## src/rtl/mic_pkg.sv

```systemverilog
// mic_pkg: shared FSM states, RAM port constants and sign-extension helper
package mic_pkg;
   typedef enum logic [1:0] {IDLE, WRITE, COMMIT} state_t;
   localparam int RAM_DATA_W = 32;
   localparam logic [3:0] RAM_BE_ALL = 4'hF;
   localparam int DROP_CNT_W = 16;
   function automatic logic [31:0] sext32(input logic [31:0] v, input int w);
      logic [31:0] t;
      t = v << (32 - w);
      return 32'($signed(t) >>> (32 - w));
   endfunction
endpackage

```

## src/rtl/mic_sat_counter.sv

```systemverilog
// mic_sat_counter: saturating up-counter with async active-high reset
module mic_sat_counter #(
   parameter int W = 16
) (
   input  logic         clk,
   input  logic         rst,
   input  logic         inc,
   output logic [W-1:0] count
);
   always_ff @(posedge clk or posedge rst)
      if (rst) count <= '0;
      else if (inc && !(&count)) count <= count + 1'b1;
endmodule

```

## src/rtl/mic_ping_pong_writer.sv

```systemverilog
// mic_ping_pong_writer: serialises mic sample vectors into a ping-pong RAM with lossless half handoff
module mic_ping_pong_writer
   import mic_pkg::*;
#(
   parameter int NUM_CH        = 4,
   parameter int SAMPLE_W      = 24,
   parameter int ADDR_W        = 10,
   parameter int FRAME_SAMPLES = 64
) (
   input  logic                       clk_clk,
   input  logic                       reset_reset,
   input  logic                       smp_valid,
   input  logic [NUM_CH*SAMPLE_W-1:0] smp_data,
   output logic [ADDR_W-1:0]          ram_address,
   output logic                       ram_chipselect,
   output logic                       ram_clken,
   output logic                       ram_write,
   output logic [RAM_DATA_W-1:0]      ram_writedata,
   output logic [3:0]                 ram_byteenable,
   output logic [1:0]                 half_full,
   input  logic [1:0]                 half_ack,
   output logic                       fill_half,
   output logic                       busy,
   output logic [DROP_CNT_W-1:0]      drop_count
);
   localparam int HALF  = NUM_CH * FRAME_SAMPLES;
   localparam int CH_W  = NUM_CH > 1 ? $clog2(NUM_CH) : 1;
   localparam int IDX_W = FRAME_SAMPLES > 1 ? $clog2(FRAME_SAMPLES) : 1;
   localparam logic [ADDR_W-1:0] HALF_A = ADDR_W'(HALF);
   if (HALF > 2 ** (ADDR_W - 1)) begin : g_size_check
      $error("NUM_CH*FRAME_SAMPLES exceeds half of the RAM address space");
   end
   state_t                     state;
   logic [NUM_CH*SAMPLE_W-1:0] shadow;
   logic [CH_W-1:0]            ch;
   logic [CH_W-1:0]            nch;
   logic [IDX_W-1:0]           smp_idx;
   logic [ADDR_W-1:0]          base_addr;
   logic                       drop;
   assign nch       = ch + 1'b1;
   assign base_addr = (fill_half ? HALF_A : '0) + ADDR_W'(smp_idx) * ADDR_W'(NUM_CH);
   assign drop      = smp_valid && (state != IDLE || half_full[fill_half]);
   always_ff @(posedge clk_clk or posedge reset_reset)
      if (reset_reset) begin
         state          <= IDLE;
         shadow         <= '0;
         ch             <= '0;
         smp_idx        <= '0;
         fill_half      <= 1'b0;
         half_full      <= '0;
         busy           <= 1'b0;
         ram_address    <= '0;
         ram_chipselect <= 1'b0;
         ram_clken      <= 1'b0;
         ram_write      <= 1'b0;
         ram_writedata  <= '0;
         ram_byteenable <= 4'h0;
      end else begin
         half_full <= half_full & ~half_ack;
         case (state)
            IDLE:
               if (smp_valid && !half_full[fill_half]) begin
                  state          <= WRITE;
                  shadow         <= smp_data;
                  ch             <= '0;
                  busy           <= 1'b1;
                  ram_chipselect <= 1'b1;
                  ram_clken      <= 1'b1;
                  ram_write      <= 1'b1;
                  ram_byteenable <= RAM_BE_ALL;
                  ram_address    <= base_addr;
                  ram_writedata  <= sext32(32'(smp_data[SAMPLE_W-1:0]), SAMPLE_W);
               end
            WRITE:
               if (ch == CH_W'(NUM_CH - 1)) begin
                  state          <= COMMIT;
                  busy           <= 1'b0;
                  ram_chipselect <= 1'b0;
                  ram_clken      <= 1'b0;
                  ram_write      <= 1'b0;
               end else begin
                  ch            <= nch;
                  ram_address   <= ram_address + 1'b1;
                  ram_writedata <= sext32(32'(shadow[nch*SAMPLE_W +: SAMPLE_W]), SAMPLE_W);
               end
            COMMIT: begin
               state <= IDLE;
               // completing a frame sets its flag even if an ack arrives on the same edge
               if (smp_idx == IDX_W'(FRAME_SAMPLES - 1)) begin
                  half_full <= (half_full & ~half_ack) | (2'b01 << fill_half);
                  fill_half <= ~fill_half;
                  smp_idx   <= '0;
               end else smp_idx <= smp_idx + 1'b1;
            end
            default: state <= IDLE;
         endcase
      end
   mic_sat_counter #(.W(DROP_CNT_W)) u_drop (
      .clk  (clk_clk),
      .rst  (reset_reset),
      .inc  (drop),
      .count(drop_count)
   );
endmodule
```

## config.mk

```make
export PLATFORM = sky130hd
export DESIGN_NAME = mic_ping_pong_writer
export DESIGN_NICKNAME = d
export VERILOG_FILES = /design/src/rtl/mic_pkg.sv /design/src/rtl/mic_sat_counter.sv /design/src/rtl/mic_ping_pong_writer.sv
export SDC_FILE = /design/constraint.sdc
export NUM_CORES = 1
export LEC_CHECK = 0
export BUFFER_PORTS_ARGS = -buffer_cell sky130_fd_sc_hd__buf_2
export CELL_PAD_IN_SITES_DETAIL_PLACEMENT = 1
export CELL_PAD_IN_SITES_GLOBAL_PLACEMENT = 2
export CORE_MARGIN = 4
export CORE_UTILIZATION = 35
export DETAILED_ROUTE_END_ITERATION = 8
export PLACE_DENSITY_LB_ADDON = 0.1
export SLEW_MARGIN = 20
export SYNTH_ARGS = -nofsm -noshare
export SYNTH_HDL_FRONTEND = slang
export SYNTH_SLANG_ARGS = --single-unit
export TNS_END_PERCENT = 1
```

## constraint.sdc

```tcl
create_clock -name clk_clk -period 13.7 [get_ports clk_clk]
set_input_delay 0.685 -clock clk_clk [delete_from_list [all_inputs] [get_ports clk_clk]]
set_output_delay 0.685 -clock clk_clk [all_outputs]
set_load 0.05 [all_outputs]
```

==> flow_summary_export.csv, run 1 <==
group,metric,value,unit
clocking,hold_buffers,0,
final_layout,instances_no_fill,1206,
floorplan,initial_utilization,0.3606,
synthesis,async_flop_share,1.000,
clocking,cts_buffer_depth,2,
setup_path,r2r_start,"ch[0]",
placed_design,place_ws,11.03,ns
timing,finalMaxSlewViolations,0,
timing,whs,0.3828,ns
setup_path,worstPathMaxFanout,37,
final_layout,diodes,0,
synthesis,ys_seq_area_frac,0.5434,
synthesis,synth_area,7415,µm²
grt,grt_pass1_vias,6671,
timing,slew_headroom,0.3012,
placed_design,port_buffers,169,
setup_path,end_kind,"flop",
synthesis,syn_inst,785,
synthesis,ys_warn_count,0,
setup_path,crit_required,14.01,ns
drt,first_pass_iters,4,
grt,antenna_found_initial,0,
setup_path,startpoint_type,"flop",
floorplan,die-area,23580,µm²
floorplan,fp-row-count,52,
setup_path,startpoint,"ch[0]",
grt,grt_pass1_wl,35500,µm
synthesis,synth_ff_type,"dfrtp_1",
final_layout,syn_to_final_growth,21.70,%
floorplan,chipWidth,153.6,µm
job,cap_violations,0,
drt,drt_iter0_drc,295,
timing,period_needed,2.673,ns
power_and_ir_drop,p_per_area,274.7,nW/µm²
timing,rsz0062_at_grt,"false",
clocking,post_cts_buffers,0,
placed_design,placed_cells,1175,
setup_path,cp_slowest_cell,"nor3b_1",
grt,grt_use_total,0.1860,
clocking,clock-sinks,161,
status,status,"completed",
clocking,cts_repair_resize_count,0,
power_and_ir_drop,leakage,4.553,nW
grt,overflow,0,
synthesis,ys_seq_elements,161,
timing,final.period_utilization,0.1951,
clocking,cts_tree,"built",
placed_design,place.gp.congestion,0.7761,
setup_path,slowest_delay,0.62,ns
clocking,numCtsBuffers,17,
min_path,hold_path.class,"primary input to asynchronous set/reset pin",
final_layout,drive_gt1_frac,0.2650,
floorplan,die_y,153.6,µm
placed_design,hpwl,14360,µm
final_layout,final_nets,1030,
timing,clock.fmax,374.1,MHz
floorplan,ios,170,
drt,drcViolationCount,0,
timing,fin_setup_tns,0,ns
synthesis,synth_fp_nets,890,
clocking,htree_levels,4,
grt,grt_max_degree,101,
setup_path,critPathArrivalTime,2.99,ns
clocking,clockRootBuffer,"clkbuf_16",
synthesis,synth_edf_count,0,
timing,hold_viol_final,0,
timing,worstMarginPinSlew,1.048,ns
synthesis,syn_area_per_cell,9.445,µm²
setup_path,crit_chain,"ha_2 > nor3b_1 > a31oi_4 > buf_4 > inv_2 > o21ai_0 > a22o_1",
setup_path,setup.worst_path.class,"flop to flop",
power_and_ir_drop,peakVddDrop,0.0001220,V
clocking,clock_latency,0.43,ns
timing,setup_ws,11.03,ns
drt,wirelength,21250,µm
timing,skew,0.01151,ns
synthesis,ys_types,52,
drt,viasPerCell,4.955,
timing,setup_violations,0,
drt,wl_per_cell,17.62,µm
floorplan,core-area,20560,µm²
clocking,path_clk_slew,0.07,ns
drt,ant_nets,0,
drt,num_vias,5976,
[per-stage QoR]
stage	total power [W]	utilization	instance area [µm²]
6_report	0.002479	0.4389	9024
3_3_place_gp	0.001955	0.4074	8376
3_5_place_dp	0.001996	0.4074	8376
5_1_grt	0.002666	0.4389	9024
2_1_floorplan	0.001708	-	7415
4_1_cts	0.002512	0.4374	8992
[registers in the layout, summed over array words and instances, names as in the netlist]
signal / cells
ram_address: 10
u_drop.count: 16
ram_writedata: 24
busy: 1
shadow: 96
state: 2
ch: 2
half_full: 2
fill_half: 1
ram_byteenable: 1
smp_idx: 6
[layout by cell type, fill, tap and decap left out, types with 3 or more instances in the layout]
cell        Yosys  final
nand2_1       335    335
buf_2          14    169
dfrtp_1       161    161
a21oi_1        56     56
nor2_1         36     36
mux4_2         24     24
clkbuf_16       0     17
o21ai_0        12     12
xor2_1         11     11
nand3_1        10     10
inv_1           9      8
nand4_1         6      6
nor3_1          6      5
o22ai_1         5      5
buf_4          17      5
nor4_1          4      4
xnor2_1         4      4
mux2_2          4      4
and3_1          4      4
clkinvlp_4      0      4
bufinv_16       0      4
a41oi_1         3      3
ha_1            4      3
[cell usage after synthesis (all sizes together) (2+ instances only)]
library cell  number  area (µm²)
nand2            335        1257
dfrtp            161        4029
a21oi             56       280.3
nor2              36       135.1
buf               33       212.7
mux4              24       540.5
clkbuf            22       82.58
o21ai             13       65.06
nand3             11       60.06
xor2              11       96.34
inv               10       37.53
nand4              7       58.81
nor3               6       30.03
nor4               6       58.80
o22ai              5       31.28
and3               4       25.02
ha                 4       50.05
mux2               4       45.04
xnor2              4       35.03
a211oi             3       27.52
a41oi              3       26.28
nor2b              3       18.77
a22o               2       17.52
a31oi              2       27.53
and2               2       12.51
mux2i              2       23.77
nand2b             2       12.51
or3b               2       17.52
[metal layers]
layer	wire length, µm	track usage	vias to the layer above
met5	0	0	-
met4	235	0.04500	0
met2	10820	0.3213	114
met1	9433	0.2401	2985
li1	-	-	2860
met3	769	0.03991	17
[critical path: cells and delay by family (launching register included)]
kind	cells	cell delay, ns
AO/OA/AOI/OAI	3	0.48
flip-flops	1	0.39
AND/OR/NAND/NOR	1	0.62
buffers and inverters	2	0.83
adder cells (fa/ha/maj)	1	0.22
[kinds of logic (layout without fill, tap and decap cells)]
logic type	Yosys count	count (layout)	synth area share
compound gates	90	90	0.07104
xor+xnor	15	15	0.01772
fa+ha+maj	4	4	0.006750
buf+inv	65	216	0.04489
flops	161	161	0.5434
mux	30	30	0.08218
simple gates	420	420	0.2341
[worst paths after layout]
kind,end,slack [ns],cells past startpoint
max,ram_address[3],11.03,7
min,shadow[38],0.38,2
max reg2reg,ram_address[3],11.03,7
min reg2reg,shadow[35],0.47,2
max in group asynchronous,ram_byteenable[0],12.06,3
min in group clk_clk,half_full[0],0.44,2
[cell type report]
class                      count  area [µm²]
clock buffer                  20       456.7
clock inverter                10       160.2
inverter                      10       42.54
timing repair buffer         176       922.1
multi-input combinational    559        3075
fill                        2466       11540
sequential                   161        4029
tap                          270       337.8
[report_power, final]
group	total (W)	leakage (nW)	switching (W)	internal, W
combinational	0.00114	2.28	0.000750	0.000390
clock	0.000506	0.290	0.000194	0.000312
sequential	0.000833	1.99	0.000147	0.000686
(Power assumes the default switching activity.)
==> run 2: changes to the inputs <==
--- a/config.mk
+++ b/config.mk
@@ -9,7 +9,7 @@
 export CELL_PAD_IN_SITES_DETAIL_PLACEMENT = 1
 export CELL_PAD_IN_SITES_GLOBAL_PLACEMENT = 2
 export CORE_MARGIN = 4
-export CORE_UTILIZATION = 35
+export CORE_UTILIZATION = 33
 export DETAILED_ROUTE_END_ITERATION = 8
 export PLACE_DENSITY_LB_ADDON = 0.1
 export SLEW_MARGIN = 20
==> constraint.sdc (replaced) <==
create_clock -name clk_clk -period 2.5 [get_ports clk_clk]
set_input_delay 0.125 -clock clk_clk [delete_from_list [all_inputs] [get_ports clk_clk]]
set_output_delay 0.125 -clock clk_clk [all_outputs]
set_load 0.05 [all_outputs]
==> flow_summary_export.csv, run 2 (same netlist as run 1, synthesis figures left out) <==
group,metric,value,unit
timing,skew,0.01260,ns
drt,viasPerCell,4.875,
floorplan,die-area,24930,µm²
drt,drt_iter0_drc,278,
timing,final.period_utilization,0.8383,
setup_path,cpLargestDelayFamily,"compound AO/OA/AOI/OAI gates",
clocking,htree_levels,4,
floorplan,fp-row-count,54,
timing,rsz0062_at_grt,"false",
clocking,clock_latency,0.43,ns
drt,drcViolationCount,0,
final_layout,regMostFlops,"shadow",
grt,grt_pass1_wl,37740,µm
final_layout,largest_register_ffs,96,
floorplan,initial_utilization,0.3377,
grt,grt_pass1_vias,7032,
timing,setup_violations,0,
clocking,clockRootBuffer,"clkbuf_16",
grt,grt_max_degree,101,
power_and_ir_drop,peakVddDrop,0.0005026,V
setup_path,crit_required,2.82,ns
clocking,post_cts_buffers,0,
final_layout,final_common_cell,"nand2_1",
floorplan,core-area,21960,µm²
grt,overflow,0,
timing,hold_viol_final,0,
placed_design,hpwl,15200,µm
drt,wirelength,22850,µm
timing,clock.fmax,477.2,MHz
setup_path,slowest_delay,0.63,ns
setup_path,startpoint_type,"flop",
final_layout,final_nets,1136,
drt,num_vias,6460,
clocking,numCtsBuffers,17,
drt,wl_per_cell,17.24,µm
floorplan,chipWidth,157.9,µm
status,status,"completed",
timing,period_needed,2.096,ns
setup_path,worstPathMaxFanout,7,
drt,ant_nets,0,
clocking,clock-sinks,161,
floorplan,die_y,157.9,µm
timing,finalMaxSlewViolations,0,
grt,grt_use_total,0.1918,
setup_path,crit_chain,"ha_1 > nand4_1 > a211oi_2 > nand2_1 > mux2_2",
final_layout,syn_to_final_growth,36.23,%
timing,worstMarginPinSlew,0.6149,ns
setup_path,path_buf_inv,0,
setup_path,critPathArrivalTime,2.41,ns
final_layout,fin_util,0.4600,
power_and_ir_drop,leakage,5.002,nW
clocking,cts_repair_resize_count,0,
clocking,path_clk_slew,0.06,ns
clocking,cts_tree,"built",
final_layout,drive_gt1_frac,0.2462,
job,cap_violations,0,
timing,whs,0.2902,ns
drt,first_pass_iters,4,
setup_path,cp_slowest_cell,"a211oi_2",
setup_path,end_kind,"flop",
placed_design,place.gp.congestion,0.7555,
placed_design,place_area,8534,µm²
power_and_ir_drop,p_per_area,1365,nW/µm²
min_path,hold_path.class,"primary input to flop",
placed_design,port_buffers,169,
floorplan,ios,170,
grt,antenna_found_initial,0,
final_layout,reg_top3,"shadow x96, ram_writedata x24, u_drop.count x16",
final_layout,fin_area,10100,µm²
clocking,hold_buffers,99,
clocking,cts_buffer_depth,2,
timing,fin_setup_tns,0,ns
setup_path,setup.worst_path.class,"flop to flop",
final_layout,final_cell_mix,"335 x nand2_1, 169 x buf_2, 161 x dfrtp_1",
timing,slew_headroom,0.5893,
run 2: changes by cell type in the layout (fill, tap and decap cells not counted), sizes merged:
cell	previous run	this run
clkbuf	20	19
bufinv	4	1
diode	0	1
clkinv	2	6
dlygate4sd3	0	99
buf	176	183
inv	10	12
run 2: metrics by stage:
| stage | instances | worst slack (ns) | total power [W] |
|---|---|---|---|
| 2_1_floorplan | 785 | 0.3322 | 0.009362 |
| 3_3_place_gp | 1193 | 0.4453 | 0.01107 |
| 3_5_place_dp | 1193 | 0.4072 | 0.01127 |
| 4_1_cts | 1324 | 0.3897 | 0.01401 |
| 5_1_grt | 1324 | 0.2309 | 0.01487 |
| 6_report | 1325 | 0.4043 | 0.01379 |
run 2: area by class of cell:
| cell class | instances | area, µm² |
|---|---|---|
| Clock inverter | 13 | 130.1 |
| Multi-Input combinational cell | 559 | 3075 |
| Antenna cell | 1 | 2.502 |
| Sequential cell | 161 | 4029 |
| Clock buffer | 19 | 442.9 |
| Fill cell | 2550 | 11860 |
| Timing Repair Buffer | 282 | 2029 |
| Inverter | 10 | 41.29 |
| Tap cell | 280 | 350.3 |
run 2: power by group:
group | internal, W | leakage, nW | switching (W)
sequential | 0.00376 | 1.99 | 0.000821
clock | 0.00142 | 0.272 | 0.00116
combinational | 0.00245 | 2.74 | 0.00419
total | 0.00762 | 5.00 | 0.00617
run 2: final timing paths:
path	startpoint	endpoint	slack, ns	depth (start not counted)
max	u_drop.count[0]	u_drop.count[10]	0.40	5
min	smp_valid	ram_byteenable[0]	0.29	3
max reg2reg	u_drop.count[0]	u_drop.count[10]	0.40	5
min reg2reg	shadow[49]	shadow[49]	0.48	2
max in group asynchronous	reset_reset	busy	1.66	4
min in group asynchronous	reset_reset	shadow[60]	0.34	4
run 2: routing by layer:
layer,track usage,share of wire,up-vias
met5,0,0,-
met4,0.04834,0.014,0
met3,0.03663,0.033,31
met2,0.3265,0.50,125
met1,0.2529,0.45,3229
li1,-,-,3075
run 2: worst reg2reg max path, stage by stage, from the launching register on:
cell and delay (ns):
dfrtp_1 0.42, ha_1 0.23, nand4_1 0.28, a211oi_2 0.63
nand2_1 0.14, mux2_2 0.29
